File: config.mk
export PLATFORM = sky130hd
export DESIGN_NAME = npusch_bit_scrambler
export DESIGN_NICKNAME = d
export VERILOG_FILES = /design/src/rtl/npusch_bit_scrambler.sv
export SDC_FILE = /design/constraint.sdc
export NUM_CORES = 1
export LEC_CHECK = 0
export ABC_AREA = 1
export CAP_MARGIN = 25
export CORE_MARGIN = 10
export CORE_UTILIZATION = 40
export DETAILED_ROUTE_END_ITERATION = 7
export GPL_ROUTABILITY_DRIVEN = 0
export SYNTH_ARGS = -nofsm -noshare
export SYNTH_HDL_FRONTEND = slang
export SYNTH_SLANG_ARGS = --single-unit
File: constraint.sdc
create_clock -name clk -period 2.41 [get_ports clk]
set_clock_uncertainty 0.15 [all_clocks]
set_input_delay 0.241 -clock clk [delete_from_list [all_inputs] [get_ports clk]]
set_output_delay 0.241 -clock clk [all_outputs]
set_load 0.01 [all_outputs]
File: src/rtl/npusch_bit_scrambler.sv
// npusch_bit_scrambler
//   Gold-sequence (length-31) bit scrambler for the NB-IoT uplink chain.
//   Each codeword is seeded via start/c_init. After NC warm-up shifts, each
//   accepted input bit is XORed with c(n) and presented one clock later.
//
// Parameters
//   N_BITS : bits per codeword (interleaver rows x columns)
//   NC     : Gold-sequence offset (warm-up shifts), at most 2047
//
// Ports
//   clk       : clock, rising edge
//   reset     : synchronous, active-high
//   start     : one-cycle pulse; latches c_init and begins warm-up (IDLE only)
//   c_init    : 31-bit x2 seed
//   in_valid  : in_bit valid this cycle (honoured only while ready)
//   in_bit    : interleaver output bit
//   ready     : high in RUN
//   busy      : high in WARMUP and RUN
//   out_valid : registered, out_bit valid
//   out_bit   : registered scrambled bit
//   out_done  : one-cycle pulse with the last out_valid of a codeword
module npusch_bit_scrambler #(
  parameter int N_BITS = 24,
  parameter int NC     = 1600
) (
  input  logic        clk,
  input  logic        reset,
  input  logic        start,
  input  logic [30:0] c_init,
  input  logic        in_valid,
  input  logic        in_bit,
  output logic        ready,
  output logic        busy,
  output logic        out_valid,
  output logic        out_bit,
  output logic        out_done
);

  localparam int BW = $clog2(N_BITS + 1);
  localparam logic [10:0]   WARM_LAST = 11'(NC - 1);
  localparam logic [10:0]   WARM_SAT  = 11'(NC);
  localparam logic [BW-1:0] BIT_LAST  = BW'(N_BITS - 1);

  typedef enum logic [1:0] {
    IDLE   = 2'd0,
    WARMUP = 2'd1,
    RUN    = 2'd2
  } state_t;

  state_t        state;
  logic [30:0]   x1;
  logic [30:0]   x2;
  logic [10:0]   warm_cnt;
  logic [BW-1:0] bit_cnt;
  logic          c;

  // Gold sequence output is taken from the current LFSR state, before the shift.
  assign c = x1[0] ^ x2[0];

  function automatic logic [30:0] x1_step(input logic [30:0] x);
    return {x[3] ^ x[0], x[30:1]};
  endfunction

  function automatic logic [30:0] x2_step(input logic [30:0] x);
    return {x[3] ^ x[2] ^ x[1] ^ x[0], x[30:1]};
  endfunction

  always_ff @(posedge clk) begin
    if (reset) begin
      state     <= IDLE;
      x1        <= '0;
      x2        <= '0;
      warm_cnt  <= '0;
      bit_cnt   <= '0;
      ready     <= 1'b0;
      busy      <= 1'b0;
      out_valid <= 1'b0;
      out_bit   <= 1'b0;
      out_done  <= 1'b0;
    end else begin
      out_valid <= 1'b0;
      out_done  <= 1'b0;
      case (state)
        IDLE: begin
          // out_done high means the previous codeword finished on the last
          // edge; a start seen in that cycle is dropped so a new codeword
          // always needs a start from a settled IDLE.
          if (start && !out_done) begin
            x1       <= 31'h1;
            x2       <= c_init;
            warm_cnt <= '0;
            bit_cnt  <= '0;
            busy     <= 1'b1;
            if (NC == 0) begin
              state <= RUN;
              ready <= 1'b1;
            end else begin
              state <= WARMUP;
            end
          end
        end

        WARMUP: begin
          x1 <= x1_step(x1);
          x2 <= x2_step(x2);
          if (warm_cnt != WARM_SAT) begin
            warm_cnt <= warm_cnt + 11'd1;
          end
          if (warm_cnt == WARM_LAST) begin
            state <= RUN;
            ready <= 1'b1;
          end
        end

        RUN: begin
          if (in_valid) begin
            out_bit   <= in_bit ^ c;
            out_valid <= 1'b1;
            x1        <= x1_step(x1);
            x2        <= x2_step(x2);
            bit_cnt   <= bit_cnt + 1'b1;
            if (bit_cnt == BIT_LAST) begin
              out_done <= 1'b1;
              state    <= IDLE;
              ready    <= 1'b0;
              busy     <= 1'b0;
            end
          end
        end

        default: begin
          state <= IDLE;
          ready <= 1'b0;
          busy  <= 1'b0;
        end
      endcase
    end
  end

endmodule
==> summary.md <==
| Metric | Value |
|---|---|
| Fin nets | `646` |
| Setup CP Type | `reg -> reg` |
| Final setup viols | `0` |
| #FFs+latches synth | `85` |
| Seq pwr share | `0.346` |
| Post-layout minimum cycle time | `1930 ps` |
| Fraction of layout cells with a size suffix above 1 | `0.0625` |
| Drt pass-1 iters | `4` |
| Clk slew on worst S/H paths | `90 ps` |
| Chip width | `121 um` |
| Post-DP HPWL | `5760 um` |
| Setup_tns | `0 ps` |
| CTS buffer count | `9` |
| Worst slew pin tran | `428 ps` |
| Gate Count Post-Synth | `578` |
| RR Startpoint | `state[0]` |
| Net Sw Power | `2.17 mW` |
| Cells after DPL | `725` |
| Fin. Hold Viols | `0` |
| Element type at the critical path start | `flip-flop` |
| Vias in the first global route | `3365` |
| GRT Overall Usage | `0.116` |
| WL per Instance | `11.4 um` |
| Worst Setup Slack post-DPL | `459 ps` |
| Worst Path Max Fanout | `39` |
| Routed WL | `8420 um` |
| Final Non-Filler Cells | `741` |
| Final ANT Viol Nets | `0` |
| Hold_sp | `x2[8]` |
| Die Y | `121 um` |
| Core area | `9860 sq um` |
| Crit. End Element | `flip-flop` |
| PortBufs | `40` |
| Fin crit share | `0.800` |
| Skew-Pair Late Insertion Delay | `350 ps` |
| # fillers | `982` |
| CP Data Arrival Time | `2020 ps` |
| Area Growth Syn to Fin | `17.5%` |
| Overall via count from detail_route | `3588` |
| CTS H-tree lvls | `3` |
| Root Driver | `clkbuf_8` |
| Ant. Diodes | `0` |
| Cts repair resizes | `0` |
| Initial Util | `0.416` |
| Post-CTS Hold Buffers | `0` |
| CTS tree | `yes` |
| Max Cap Viol | `0` |
| Fin Hold WS | `297 ps` |
| First-pass GRT wire length | `14600 um` |
| FP Rows | `36` |
| Total die area | `14700 sq um` |
| Fin. max-slew vios | `0` |
| Drc violations | `0` |
| Post-synthesis cell area | `4100 sq um` |
| Slew margin rel. | `0.714` |
| RSZ-0062 raised after global routing | `false` |
| Critical Path Start | `state[0]` |
| Power per cell area | `1120 nW/um^2` |
| Max IR drop VDD | `0.000501 V` |
| Run status | `finished clean` |
| CTS Sinks | `85` |
| Ports | `41` |
| DR iter-0 viols | `281` |
| Largest net degree at the start of global routing | `65` |
| Setup Fix Bufs, Post-CTS | `0` |
| PnR worst setup slack | `482 ps` |
| Yosys cell types | `29` |
| Fmax | `519 MHz` |
| Clock power frac | `0.214` |
| Logic pwr share | `0.440` |
| DR vias/cell | `4.84` |
| Syn_nets | `621` |
| Yosys warning count | `0` |
| Min-Delay Path Class | `reg -> reg` |
| Remaining global-route overflow | `0` |
| Leak | `1.88 nW` |
| Synthesized area per cell | `7.10 sq um` |
| Worst-case clock buffer depth | `2` |
| Int Pwr | `3.25 mW` |
| Register area share after synthesis | `0.415` |
| Initial antenna violation count | `0` |
| Sw Share | `0.400` |
| Worst EP required | `2500 ps` |
-- cells by family (layout without fill, tap and decap cells) --
family	Yosys count	count (layout)	synth area share
compound gates	147	147	0.185
fa+ha+maj	7	7	0.0214
flops	85	85	0.415
simple gates	231	231	0.260
buf+inv	103	133	0.108
xor+xnor	5	5	0.0107
-- cell type report --
type                       instances  area, sq um  share of cell area
tap                              133          166              0.0345
timing repair buffer              49          505               0.105
sequential                        85         1700               0.353
clock buffer                      11          151              0.0314
clock inverter                     5         81.3              0.0169
multi-input combinational        390         1960               0.406
inverter                          68          256              0.0532
-- final timing paths --
check	end	cells after the start	slack (ps)
worst min register to register	x2[8]	2	300
worst max-delay path	x2[23]	7	480
worst min-delay path	x2[8]	2	300
worst max register to register	x2[23]	7	480
-- placed cells by master (no fill, tap or decap), types with 2 or more instances in the layout --
master           netlist  layout
buf_12                 0       3
nand3b_1              30      30
a21oi_1               74      74
nand3_1               19      19
nand4_1                6       6
nor2_1                44      44
xnor2_1                3       3
clkbuf_8               0      11
ha_1                   7       7
nor3_1                 2       2
o21ai_1                2       2
xor2_1                 2       2
dfxtp_1               85      85
bufinv_16              0       2
buf_4                  5       6
clkdlybuf4s50_1        0      40
nand2_1              123     123
o21ai_0               67      67
o211ai_2               2       2
inv_1                 65      65
nand2_2                2       2
nand2_4                2       2
clkinv_2               1       2
inv_2                  2       2
-- stage by stage --
step | power, mW | instance area [sq um] | utilization
6_report | 5.42 | 4820 | 0.488
5_1_grt | 5.93 | 4820 | 0.488
4_1_cts | 5.49 | 4820 | 0.488
3_5_place_dp | 4.32 | 4590 | 0.465
3_3_place_gp | 4.25 | 4590 | 0.465
2_1_floorplan | 3.80 | 4100 | -
-- cells in the mapped netlist --
cell,instances,share of area
o21ai_1,2,0.0024
xnor2_1,3,0.0064
nand2_4,2,0.0055
o211ai_2,2,0.0061
dfxtp_1,85,0.41
ha_1,7,0.021
nand4_1,6,0.0092
nand3_1,19,0.023
buf_2,11,0.013
o21bai_1,1,0.0018
inv_2,2,0.0018
nand2_1,123,0.11
o21ai_0,67,0.082
clkinv_2,1,0.0012
clkbuf_1,15,0.014
buf_6,3,0.0082
a21oi_1,74,0.090
nand3b_1,30,0.055
nor2_1,44,0.040
nand2_2,2,0.0031
nand3b_4,1,0.0049
nor2_2,1,0.0015
clkbuf_2,1,0.0012
buf_4,5,0.0092
inv_1,65,0.059
a21oi_2,1,0.0021
xor2_1,2,0.0043
nor2_4,1,0.0027
nor3_1,2,0.0024
-- metal layers --
| metal | vias to the layer above | part of all wire | GRT usage |
|---|---|---|---|
| li1 | 1915 | - | - |
| met4 | 0 | 0.0043 | 0.0417 |
| met2 | 50 | 0.46 | 0.197 |
| met5 | - | 0 | 0 |
| met3 | 2 | 0.043 | 0.0372 |
| met1 | 1621 | 0.49 | 0.135 |
-- critical path: stages, from the launching register on --
cell and delay, ps:
dfxtp_1 390, inv_1 80, ha_1 340, inv_2 270, buf_12 230, o21ai_0 100, o21ai_0 200, a21oi_1 60
-- sequential cells by signal (all words and copies together), names as in the netlist, 2 cells and up --
signal	count
x1	31
x2	31
warm_cnt	11
bit_cnt	5
state	2
-- power groups by stage --
stage,Sequential [mW],Combinational [mW],Clock (mW)
after floorplan,1.89,1.91,0
after global placement,1.90,2.35,0
after detailed placement,1.91,2.40,0
after CTS,1.88,2.41,1.20
after global routing,1.92,2.76,1.25
final,1.88,2.39,1.16
Note: power is estimated with default switching activity, not from simulation.
